==> src/rtl/da_frame_buf.sv <==
// Sample-frame staging buffer for the SPI DAC serializer: fills a shadow bank
// over valid/ready and swaps it into the active bank atomically on frame_take.
module da_frame_buf #(
  parameter int NCH = 8,
  parameter int DW  = 16,
  parameter int CHW = 3
) (
  input  logic              clk,
  input  logic              rst,
  input  logic              s_valid,
  output logic              s_ready,
  input  logic [CHW-1:0]    s_ch,
  input  logic [DW-1:0]     s_data,
  input  logic              frame_take,
  output logic [NCH*DW-1:0] frame_data,
  output logic              frame_new,
  output logic              frame_stale,
  output logic [15:0]       underrun_cnt
);

  typedef enum logic {FILL, FULL} state_t;

  state_t              state_q, state_d;
  logic [NCH*DW-1:0]   shadow_q, shadow_d;
  logic [NCH*DW-1:0]   active_q, active_d;
  logic [NCH-1:0]      mask_q, mask_d;
  logic                frame_new_q, frame_new_d;
  logic                frame_stale_q, frame_stale_d;
  logic [15:0]         underrun_q, underrun_d;

  logic                accept;
  logic [NCH-1:0]      wr_sel;
  logic [NCH*DW-1:0]   wr_bits;

  assign s_ready = (state_q == FILL);
  assign accept  = s_valid && s_ready;

  // One-hot channel select; an index >= NCH shifts out to zero and is discarded.
  assign wr_sel = accept ? (NCH'(1) << s_ch) : '0;

  for (genvar g = 0; g < NCH; g++) begin : g_wr_bits
    assign wr_bits[g*DW +: DW] = {DW{wr_sel[g]}};
  end

  always_comb begin
    state_d       = state_q;
    shadow_d      = (shadow_q & ~wr_bits) | ({NCH{s_data}} & wr_bits);
    active_d      = active_q;
    mask_d        = mask_q | wr_sel;
    frame_new_d   = 1'b0;
    frame_stale_d = 1'b0;
    underrun_d    = underrun_q;

    if (state_q == FILL && (&mask_d)) begin
      state_d = FULL;
    end

    // Writes only happen in FILL, so a FULL take never races a write.
    if (frame_take) begin
      if (state_q == FULL) begin
        active_d    = shadow_q;
        mask_d      = '0;
        state_d     = FILL;
        frame_new_d = 1'b1;
      end else begin
        frame_stale_d = 1'b1;
        if (underrun_q != '1) begin
          underrun_d = underrun_q + 16'd1;
        end
      end
    end
  end

  always_ff @(posedge clk or posedge rst) begin
    if (rst) begin
      state_q       <= FILL;
      shadow_q      <= '0;
      active_q      <= '0;
      mask_q        <= '0;
      frame_new_q   <= 1'b0;
      frame_stale_q <= 1'b0;
      underrun_q    <= '0;
    end else begin
      state_q       <= state_d;
      shadow_q      <= shadow_d;
      active_q      <= active_d;
      mask_q        <= mask_d;
      frame_new_q   <= frame_new_d;
      frame_stale_q <= frame_stale_d;
      underrun_q    <= underrun_d;
    end
  end

  assign frame_data   = active_q;
  assign frame_new    = frame_new_q;
  assign frame_stale  = frame_stale_q;
  assign underrun_cnt = underrun_q;

endmodule

==> config.mk <==
export PLATFORM = sky130hd
export DESIGN_NAME = da_frame_buf
export DESIGN_NICKNAME = d
export VERILOG_FILES = /design/src/rtl/da_frame_buf.sv
export SDC_FILE = /design/constraint.sdc
export NUM_CORES = 1
export LEC_CHECK = 0
export BUFFER_PORTS_ARGS = -buffer_cell sky130_fd_sc_hd__buf_4
export CAP_MARGIN = 20
export CORE_UTILIZATION = 50
export CTS_BUF_LIST = sky130_fd_sc_hd__clkbuf_16
export CTS_CLUSTER_DIAMETER = 50
export CTS_CLUSTER_SIZE = 24
export DETAILED_ROUTE_END_ITERATION = 7
export GPL_TIMING_DRIVEN = 0
export HOLD_SLACK_MARGIN = 0.05
export PLACE_DENSITY = 0.78
export SETUP_SLACK_MARGIN = 0.5
export SLEW_MARGIN = 25
export SYNTH_ARGS = -nofsm -noshare
export SYNTH_HDL_FRONTEND = slang
export SYNTH_SLANG_ARGS = --single-unit
==> constraint.sdc <==
create_clock -name clk -period 12 [get_ports clk]
set_clock_uncertainty 0.15 [all_clocks]
set_input_delay 2.4 -clock clk [delete_from_list [all_inputs] [get_ports clk]]
set_output_delay 2.4 -clock clk [all_outputs]
set_load 0.02 [all_outputs]
==> out/metrics.csv, run 1 <==
stage;metric;value;unit
run_status;outcome;finished, final reports clean;
die;die_x;149;µm
placement;place_ws;7610;ps
pwr;p_total;3.75;mW
sta;finalSetupViolations;0;
job;drv_cap;0;
detailed_routing;drt_iter0_markers;410;
detailed_routing;wl_per_cell;18.5;µm
pwr;power_density;278;mW/mm²
clock_network;cts_setup_buffers;0;
detailed_routing;viasPerCell;5.26;
synth;ys_async_sr_fraction;100;%
sta;fin_crit_sh;32.3;%
detailed_routing;dr.pass1.iters;5;
clock_network;clk_pin_slew;80;ps
synth;syn_nets;955;
detailed_routing;drcViolationCount;0;
synth;yosys-top-cells-area;dfrtp_1, mux2_2, nand2_1;
synth;synth.most_common_cell;nand2_1;
clock_network;numCtsBuffers;27;
clock_network;clockRootBuffer;clkbuf_16;
worst_setup_path;crit_required;9450;ps
clock_network;htreeDepth;1;
clock_network;cts_resized;0;
clock_network;clock_sinks;283;
detailed_routing;wirelength;26500;µm
placement;portBuffers;169;
placement;place.gp.congestion;0.828;
clock_network;cts_tree;done;
worst_setup_path;critPathKind;register to output port;
die;start_util;51.2;%
synth;synth_area_leader_cell;dfrtp_1;
clock_network;ctsHoldBuffers;0;
finish;final_nets;1156;
sta;worst_pin_slew;964;ps
worst_setup_path;crit_path_start_kind;register;
finish;layout-drive-gt1-share;32.3;%
synth;ys.flop_type;dfrtp_1;
die;die_h;149;µm
sta;slew_viol_final;0;
worst_setup_path;reg2reg_depth;6;
die;io_pins;170;
global_routing;grt_usage;24.6;%
min_path;hold_depth;2;
global_routing;grt_max_degree;95;
die;dieArea;0.0222;mm²
placement;dp_hpwl;17200;µm
synth;yosys.area.top_type_share;65.7;%
synth;syn_inst;931;
synth;synth_area;0.0108;mm²
worst_setup_path;setup.worst_path.end_class;output port;
sta;hold_viol;0;
finish;diodes;0;
worst_setup_path;path_max_fanout;10;
min_path;hp-class;register to register;
synth;yosys-top-cells-count;nand2_1, dfrtp_1, mux2_2, clkbuf_1, xnor2_1;
clock_network;clock_latency;550;ps
sta;rsz0062_at_grt;false;
global_routing;grt_antenna_before_repair;0;
synth;synth_edf_count;0;
synth;ys_seq_elements;283;
synth;yosysSeqAreaShare;65.7;%
die;num_rows;53;
sta;max_slew_margin;35.2;%
synth;yosys_warnings;0;
detailed_routing;final_antenna_net_count;0;
finish;area_growth;24.8;%
die;coreArea;0.0211;mm²
sta;fin_crit;3870;ps
synth;yosysUniqueCellTypes;41;
pwr;p_leak;6.79;nW
sta;setup_slack;8130;ps
detailed_routing;vias;7505;
worst_setup_path;crit_arrival;1320;ps
finish;fin_util;63.8;%
global_routing;grt_pass1_vias;7458;
global_routing;grt-ovfl-total;0;
finish;fillers;1678;
pwr;peakVddDrop;0.163;mV
synth;avgSynthCellArea;11.6;µm²
global_routing;grt_pass1_wl;41500;µm
sta;max_freq;0.258;GHz
clock_network;cts_max_path_buffers;3;
## power by group
group          leakage, nW  total (mW)  internal, mW  switching [mW]
Clock                0.471       0.906         0.485           0.421
Sequential            3.51        1.61          1.36           0.248
Combinational         2.81        1.23         0.544           0.685
Total                 6.79        3.75          2.39            1.35
## stage by stage
step,instances,setup TNS [ps],hold slack (ps),instance area [µm²]
6_report,1428,0,309,13500
5_1_grt,1428,0,337,13500
4_1_cts,1428,0,313,13500
3_5_place_dp,1378,0,297,12500
3_3_place_gp,1375,-344830,291,12400
2_1_floorplan,931,0,283,10800
## final cells by class
| class | count | area, µm² | share of cell area, % |
|---|---|---|---|
| buffer | 42 | 195 | 1.45 |
| clock buffer | 27 | 676 | 5.02 |
| clock inverter | 23 | 297 | 2.20 |
| inverter | 8 | 37.5 | 0.279 |
| multi-input combinational | 598 | 3480 | 25.8 |
| sequential | 283 | 7080 | 52.6 |
| tap | 275 | 344 | 2.56 |
| timing repair buffer | 172 | 1350 | 10.0 |
## per-layer routing
metal / track usage (%) / routed length (µm) / up-vias
met5: 0 / 0 / -
met2: 39.0 / 12400 / 233
met3: 3.39 / 1460 / 52
met1: 35.5 / 11900 / 3785
met4: 7.35 / 690 / 0
li1: - / - / 3435
## worst paths after layout
| check | slack [ps] | from | endpoint |
|---|---|---|---|
| hold / removal | 310 | register | frame_data[116]$_DFFE_PP0P_ |
| min in group asynchronous | 1660 | rst | asynchronous set/reset pin |
| max in group asynchronous | 8520 | rst | frame_data[9]$_DFFE_PP0P_ |
| setup / recovery | 8130 | state_q$_DFF_PP0_ | s_ready |
| hold reg to reg | 310 | register | frame_data[116]$_DFFE_PP0P_ |
| setup reg to reg | 9640 | state_q$_DFF_PP0_ | register |
## worst max-delay path, cell delays in order (launching register included)
cell and delay, ps:
dfrtp_1 380, buf_4 180, inv_1 90, buf_4 140
## logic make-up after synthesis
family | after synthesis | synth area share [%]
flip-flops | 283 | 65.7
adder cells (fa/ha/maj) | 1 | 0.116
multiplexers | 130 | 13.6
AO/OA/AOI/OAI | 20 | 1.35
buffers and inverters | 50 | 2.09
XOR/XNOR | 13 | 1.06
AND/OR/NAND/NOR | 434 | 16.2
## cells in the final DEF (no fill, tap or decap), drive strengths merged
cell	netlist	routed
nand2	389	389
and2	3	3
clkbuf	26	53
clkinv	0	9
nand4b	1	1
dfrtp	283	283
nand2b	3	3
or2	1	1
nor2	10	10
xnor2	9	9
buf	16	188
o311a	1	1
mux2	130	130
nand3	4	4
ha	1	1
and3	7	7
or3	2	2
o2111ai	4	4
o41ai	1	1
inv	8	18
nand4	7	7
a21oi	5	5
nor3	3	3
or3b	1	1
o21bai	1	1
a211oi	2	2
a31oi	1	1
and4	1	1
nand3b	1	1
o31ai	1	1
a2bb2o	1	1
o2bb2ai	1	1
o21ai	2	2
bufinv	0	2
xor2	4	4
clkinvlp	0	2
nor4	1	1
Note: power is estimated with default switching activity, not from simulation.
==> run 2, diff against run 1 <==
- PLACE_DENSITY: 0.78 -> 0.81
- clock period: 12 -> 3.3 ns (I/O delays scaled with it)
==> out/metrics.csv, run 2 (synthesized netlist as in run 1, its figures left out) <==
stage;metric;value;unit
finish;diodes;0;
clock_network;htreeDepth;1;
clock_network;numCtsBuffers;26;
worst_setup_path;crit_chain;buf_4 > nand2b_1 > buf_2 > nor3_2 > buf_4 > mux2_2;
sta;slew_viol_final;0;
die;die_h;149;µm
pwr;seq_power_share;43.4;%
detailed_routing;final_antenna_net_count;0;
pwr;peakVddDrop;0.542;mV
detailed_routing;dr.pass1.iters;5;
sta;max_freq;0.425;GHz
worst_setup_path;cp_num_cells;6;
detailed_routing;viasPerCell;5.23;
pwr;p_comb_share;33.4;%
finish;multi_input_area;0.00348;mm²
sta;fin_crit_sh;71.2;%
placement;place.gp.congestion;0.827;
sta;max_slew_margin;33.9;%
finish;layout-drive-gt1-share;32.6;%
detailed_routing;drcViolationCount;0;
sta;worst_pin_slew;984;ps
placement;portBuffers;169;
worst_setup_path;reg2reg_depth;6;
global_routing;grt_max_degree;34;
clock_network;cts_max_path_buffers;3;
worst_setup_path;cp_num_buf_inv;3;
die;coreArea;0.0211;mm²
worst_setup_path;crit_family;simple AND/OR/NAND/NOR gates;
global_routing;grt-ovfl-total;0;
worst_setup_path;cp_common_cell;buf_4;
worst_setup_path;crit_arrival;2620;ps
pwr;clkPwrFrac;23.3;%
finish;area_growth;25.7;%
sta;hold_viol;0;
min_path;hold_depth;3;
global_routing;grt_usage;24.4;%
pwr;p_leak;6.82;nW
finish;fillers;1633;
job;drv_cap;0;
clock_network;clk_pin_slew;80;ps
pwr;intPower;8.60;mW
finish;seqCellArea;0.00708;mm²
die;start_util;51.2;%
worst_setup_path;slowest_stage;nor3_2;
clock_network;cts_tree;done;
detailed_routing;drt_iter0_markers;347;
finish;layout_commonest_cell;nand2_1;
worst_setup_path;crit_path_start_kind;register;
sta;hold_slack;292;ps
die;num_rows;53;
worst_setup_path;timing.critical_path.slowest_cell_delay;590;ps
die;die_x;149;µm
clock_network;clock_latency;540;ps
pwr;swShare;36.3;%
finish;fin_util;64.3;%
sta;finalSetupViolations;0;
worst_setup_path;path_max_fanout;10;
die;io_pins;170;
detailed_routing;wl_per_cell;18.3;µm
pwr;power_density;995;mW/mm²
finish;final_nets;1163;
detailed_routing;wirelength;26300;µm
finish;most-common-layout-cells;nand2_1, dfrtp_1, buf_4, mux2_2;
placement;dp_hpwl;17600;µm
min_path;hp-class;input port to register;
clock_network;clockRootBuffer;clkbuf_16;
global_routing;grt_antenna_before_repair;0;
run_status;outcome;finished, final reports clean;
global_routing;grt_pass1_wl;41100;µm
clock_network;cts_setup_buffers;0;
clock_network;clock_sinks;283;
sta;fin_crit;2350;ps
worst_setup_path;setup.worst_path.end_class;register;
detailed_routing;vias;7503;
sta;rsz0062_at_grt;false;
worst_setup_path;critPathKind;register to register;
die;dieArea;0.0222;mm²
global_routing;grt_pass1_vias;7398;
worst_setup_path;crit_required;3570;ps
pwr;p_sw;4.90;mW
-- run 2: changes by cell type in the layout (fill, tap and decap cells not counted) --
cell / before / now
clkinvlp_4: 2 / 4
inv_16: 1 / 0
inv_12: 1 / 3
dlygate4sd3_1: 0 / 1
inv_1: 7 / 6
clkinv_4: 3 / 2
inv_6: 4 / 5
inv_8: 4 / 2
buf_12: 0 / 7
clkbuf_16: 27 / 26
bufinv_16: 2 / 1
-- run 2: path summary, 6_finish.rpt --
check                                              end  slack [ps]         startpoint
min in group asynchronous  underrun_cnt[3]$_DFFE_PP0P_         540                rst
min reg2reg                 frame_data[63]$_DFFE_PP0P_         310           register
max                                           register         950  state_q$_DFF_PP0_
max in group asynchronous   asynchronous set/reset pin        1340                rst
max reg2reg                                   register         950  state_q$_DFF_PP0_
min                                  state_q$_DFF_PP0_         290         frame_take
-- run 2: layout make-up --
| type | instances | share of cell area (%) |
|---|---|---|
| flip-flops and latches | 283 | 52.2 |
| inverters | 8 | 0.249 |
| well taps | 275 | 2.54 |
| clock buffers | 26 | 4.80 |
| plain buffers | 42 | 1.44 |
| clock inverters | 22 | 2.00 |
| repair buffers | 180 | 11.1 |
| multi-input cells | 598 | 25.7 |
-- run 2: layer usage --
metal	part of all wire [%]	wire length, µm	global-route usage [%]	vias to the layer above
met5	0	0	0	-
met4	2.0	537	6.84	0
met3	5.2	1370	3.00	35
met2	49	12800	40.2	230
met1	44	11600	34.4	3791
li1	-	-	-	3447
-- run 2: repair_timing --
action,CTS,global route
hold buffers,1,0
hold endpoints to repair,15,0
endpoints found under the setup margin,0,0
resized for setup,0,0
-- run 2: power groups by stage --
stage / clock, mW / combinational (mW) / sequential, mW
5_1_grt: 3.35 / 4.88 / 6.03
4_1_cts: 3.21 / 4.56 / 5.84
6_report: 3.14 / 4.50 / 5.85
3_5_place_dp: 0 / 4.52 / 5.89
3_3_place_gp: 0 / 4.34 / 5.84
2_1_floorplan: 0 / 1.67 / 6.68
-- run 2: per-stage QoR --
step	std cells	area [µm²]	power [mW]	TNS [ps]	setup WS, ps
4_1_cts	1434	13600	13.6	0	940
5_1_grt	1434	13600	14.3	0	820
2_1_floorplan	931	10800	8.36	-356380	-1260
3_3_place_gp	1375	12400	10.2	-764030	-2720
6_report	1434	13600	13.5	0	950
3_5_place_dp	1385	12600	10.4	0	677
-- run 2: tightest hold or removal path, cell delays in order --
cell and delay (ps):
buf_4 110, nand2b_1 100, o41ai_1 60
==> run 3, diff against run 2 <==
- PLACE_DENSITY: 0.81 -> 0.78
- clock period: 3.3 -> 2.45 ns (I/O delays scaled with it)
==> out/metrics.csv, run 3 (synthesized netlist as in run 1, its figures left out) <==
stage;metric;value;unit
sta;max_freq;0.527;GHz
detailed_routing;wirelength;26100;µm
pwr;peakVddDrop;0.827;mV
worst_setup_path;crit_arrival;2160;ps
sta;finalSetupViolations;0;
worst_setup_path;critPathKind;register to register;
worst_setup_path;slowest_stage;dfrtp_1;
finish;final_nets;1176;
detailed_routing;vias;7463;
min_path;hp-class;input port to register;
sta;slew_viol_final;0;
finish;layout_commonest_cell;nand2_1;
die;dieArea;0.0222;mm²
finish;stdcell_area;0.0138;mm²
sta;fin_crit;1900;ps
die;num_rows;53;
clock_network;clock_sinks;283;
detailed_routing;final_antenna_net_count;0;
clock_network;clockRootBuffer;clkbuf_16;
detailed_routing;viasPerCell;5.15;
sta;hold_viol;0;
die;start_util;51.2;%
sta;worst_pin_slew;565;ps
finish;layout-drive-gt1-share;34.5;%
worst_setup_path;crit_chain;buf_6 > nand2b_1 > buf_6 > nor3_4 > buf_6 > mux2_2;
sta;hold_slack;116;ps
run_status;outcome;finished, final reports clean;
pwr;p_leak;6.98;nW
pwr;p_total;18.4;mW
detailed_routing;wl_per_cell;18.0;µm
clock_network;cts_tree;done;
placement;portBuffers;169;
sta;fin_crit_sh;77.4;%
global_routing;grt-ovfl-total;0;
worst_setup_path;path_max_fanout;9;
finish;fin_util;65.5;%
worst_setup_path;crit_required;2720;ps
sta;rsz0062_at_grt;true;
pwr;power_density;1340;mW/mm²
clock_network;clock_latency;540;ps
finish;fillers;1609;
placement;place_area;0.0126;mm²
global_routing;grt_antenna_before_repair;1;
detailed_routing;drt_iter0_markers;388;
die;coreArea;0.0211;mm²
worst_setup_path;setup.worst_path.end_class;register;
sta;setup_slack;553;ps
sta;max_slew_margin;62.4;%
detailed_routing;dr.pass1.iters;5;
placement;dp_hpwl;17500;µm
finish;area_growth;28.0;%
global_routing;grt_pass1_vias;7438;
job;drv_cap;0;
global_routing;grt_pass1_wl;41300;µm
clock_network;cts_max_path_buffers;3;
die;die_x;149;µm
worst_setup_path;cp_common_cell;buf_6;
worst_setup_path;timing.critical_path.slowest_cell_delay;370;ps
die;die_h;149;µm
finish;most-common-layout-cells;nand2_1, dfrtp_1, buf_4, mux2_2, clkbuf_16;
global_routing;grt_usage;24.5;%
die;io_pins;170;
placement;place_ws;25.5;ps
global_routing;grt_max_degree;35;
finish;diodes;0;
clock_network;clk_pin_slew;70;ps
clock_network;htreeDepth;1;
worst_setup_path;crit_path_start_kind;register;
clock_network;numCtsBuffers;27;
placement;place.gp.congestion;0.808;
detailed_routing;drcViolationCount;0;
run 3: worst max-delay path: cells and delay by family, from the launching register on:
family                 cells  cell delay [ps]
muxes                      1              330
DFF                        1              370
buffers and inverters      3              470
and+or+nand+nor            2              450
run 3: final cells by class:
type                    instances  area (µm²)  share of cell area, %
repair inverters                1        5.00                 0.0362
plain buffers                  42         241                   1.75
well taps                     275         344                   2.49
repair buffers                191        1600                   11.6
flip-flops and latches        283        7080                   51.3
multi-input cells             598        3520                   25.5
clock buffers                  27         676                   4.89
clock inverters                23         307                   2.22
inverters                       8        36.3                  0.263
run 3: repair_timing:
action,4_1_cts,5_1_grt
hold endpoints to repair,21,0
hold buffers,1,0
setup endpoints to repair,175,84
gates resized for setup,23,9
pin swaps,5,1
setup buffers,9,1
gates cloned,1,1
run 3: power by group:
| part | internal [mW] | switching [mW] |
|---|---|---|
| Sequential | 6.68 | 1.17 |
| Combinational | 2.74 | 3.38 |
| Clock | 2.40 | 2.08 |
run 3: final timing paths:
path                       slack, ps               from  cells past startpoint                         end
setup / recovery                 550  state_q$_DFF_PP0_                      6                    register
max in group asynchronous        760                rst                      7  asynchronous set/reset pin
hold reg to reg                  310           register                      2   frame_data[6]$_DFFE_PP0P_
hold / removal                   120         frame_take                      3           state_q$_DFF_PP0_
setup reg to reg                 550  state_q$_DFF_PP0_                      6                    register
min in group asynchronous        360                rst                      3  frame_data[10]$_DFFE_PP0P_
run 3: metrics by stage:
step / setup TNS [ps] / std cells
global route: 0 / 1448
global placement: -976140 / 1375
floorplan: -548820 / 931
CTS: 0 / 1446
finish: 0 / 1448
detailed placement: 0 / 1385
run 3: layer usage:
| layer | global-route usage [%] | wire, µm | vias to the layer above |
|---|---|---|---|
| met1 | 34.9 | 11400 | 3742 |
| met4 | 7.14 | 657 | 0 |
| met5 | 0 | 0 | - |
| met3 | 3.85 | 1500 | 46 |
| li1 | - | - | 3461 |
| met2 | 38.9 | 12500 | 214 |
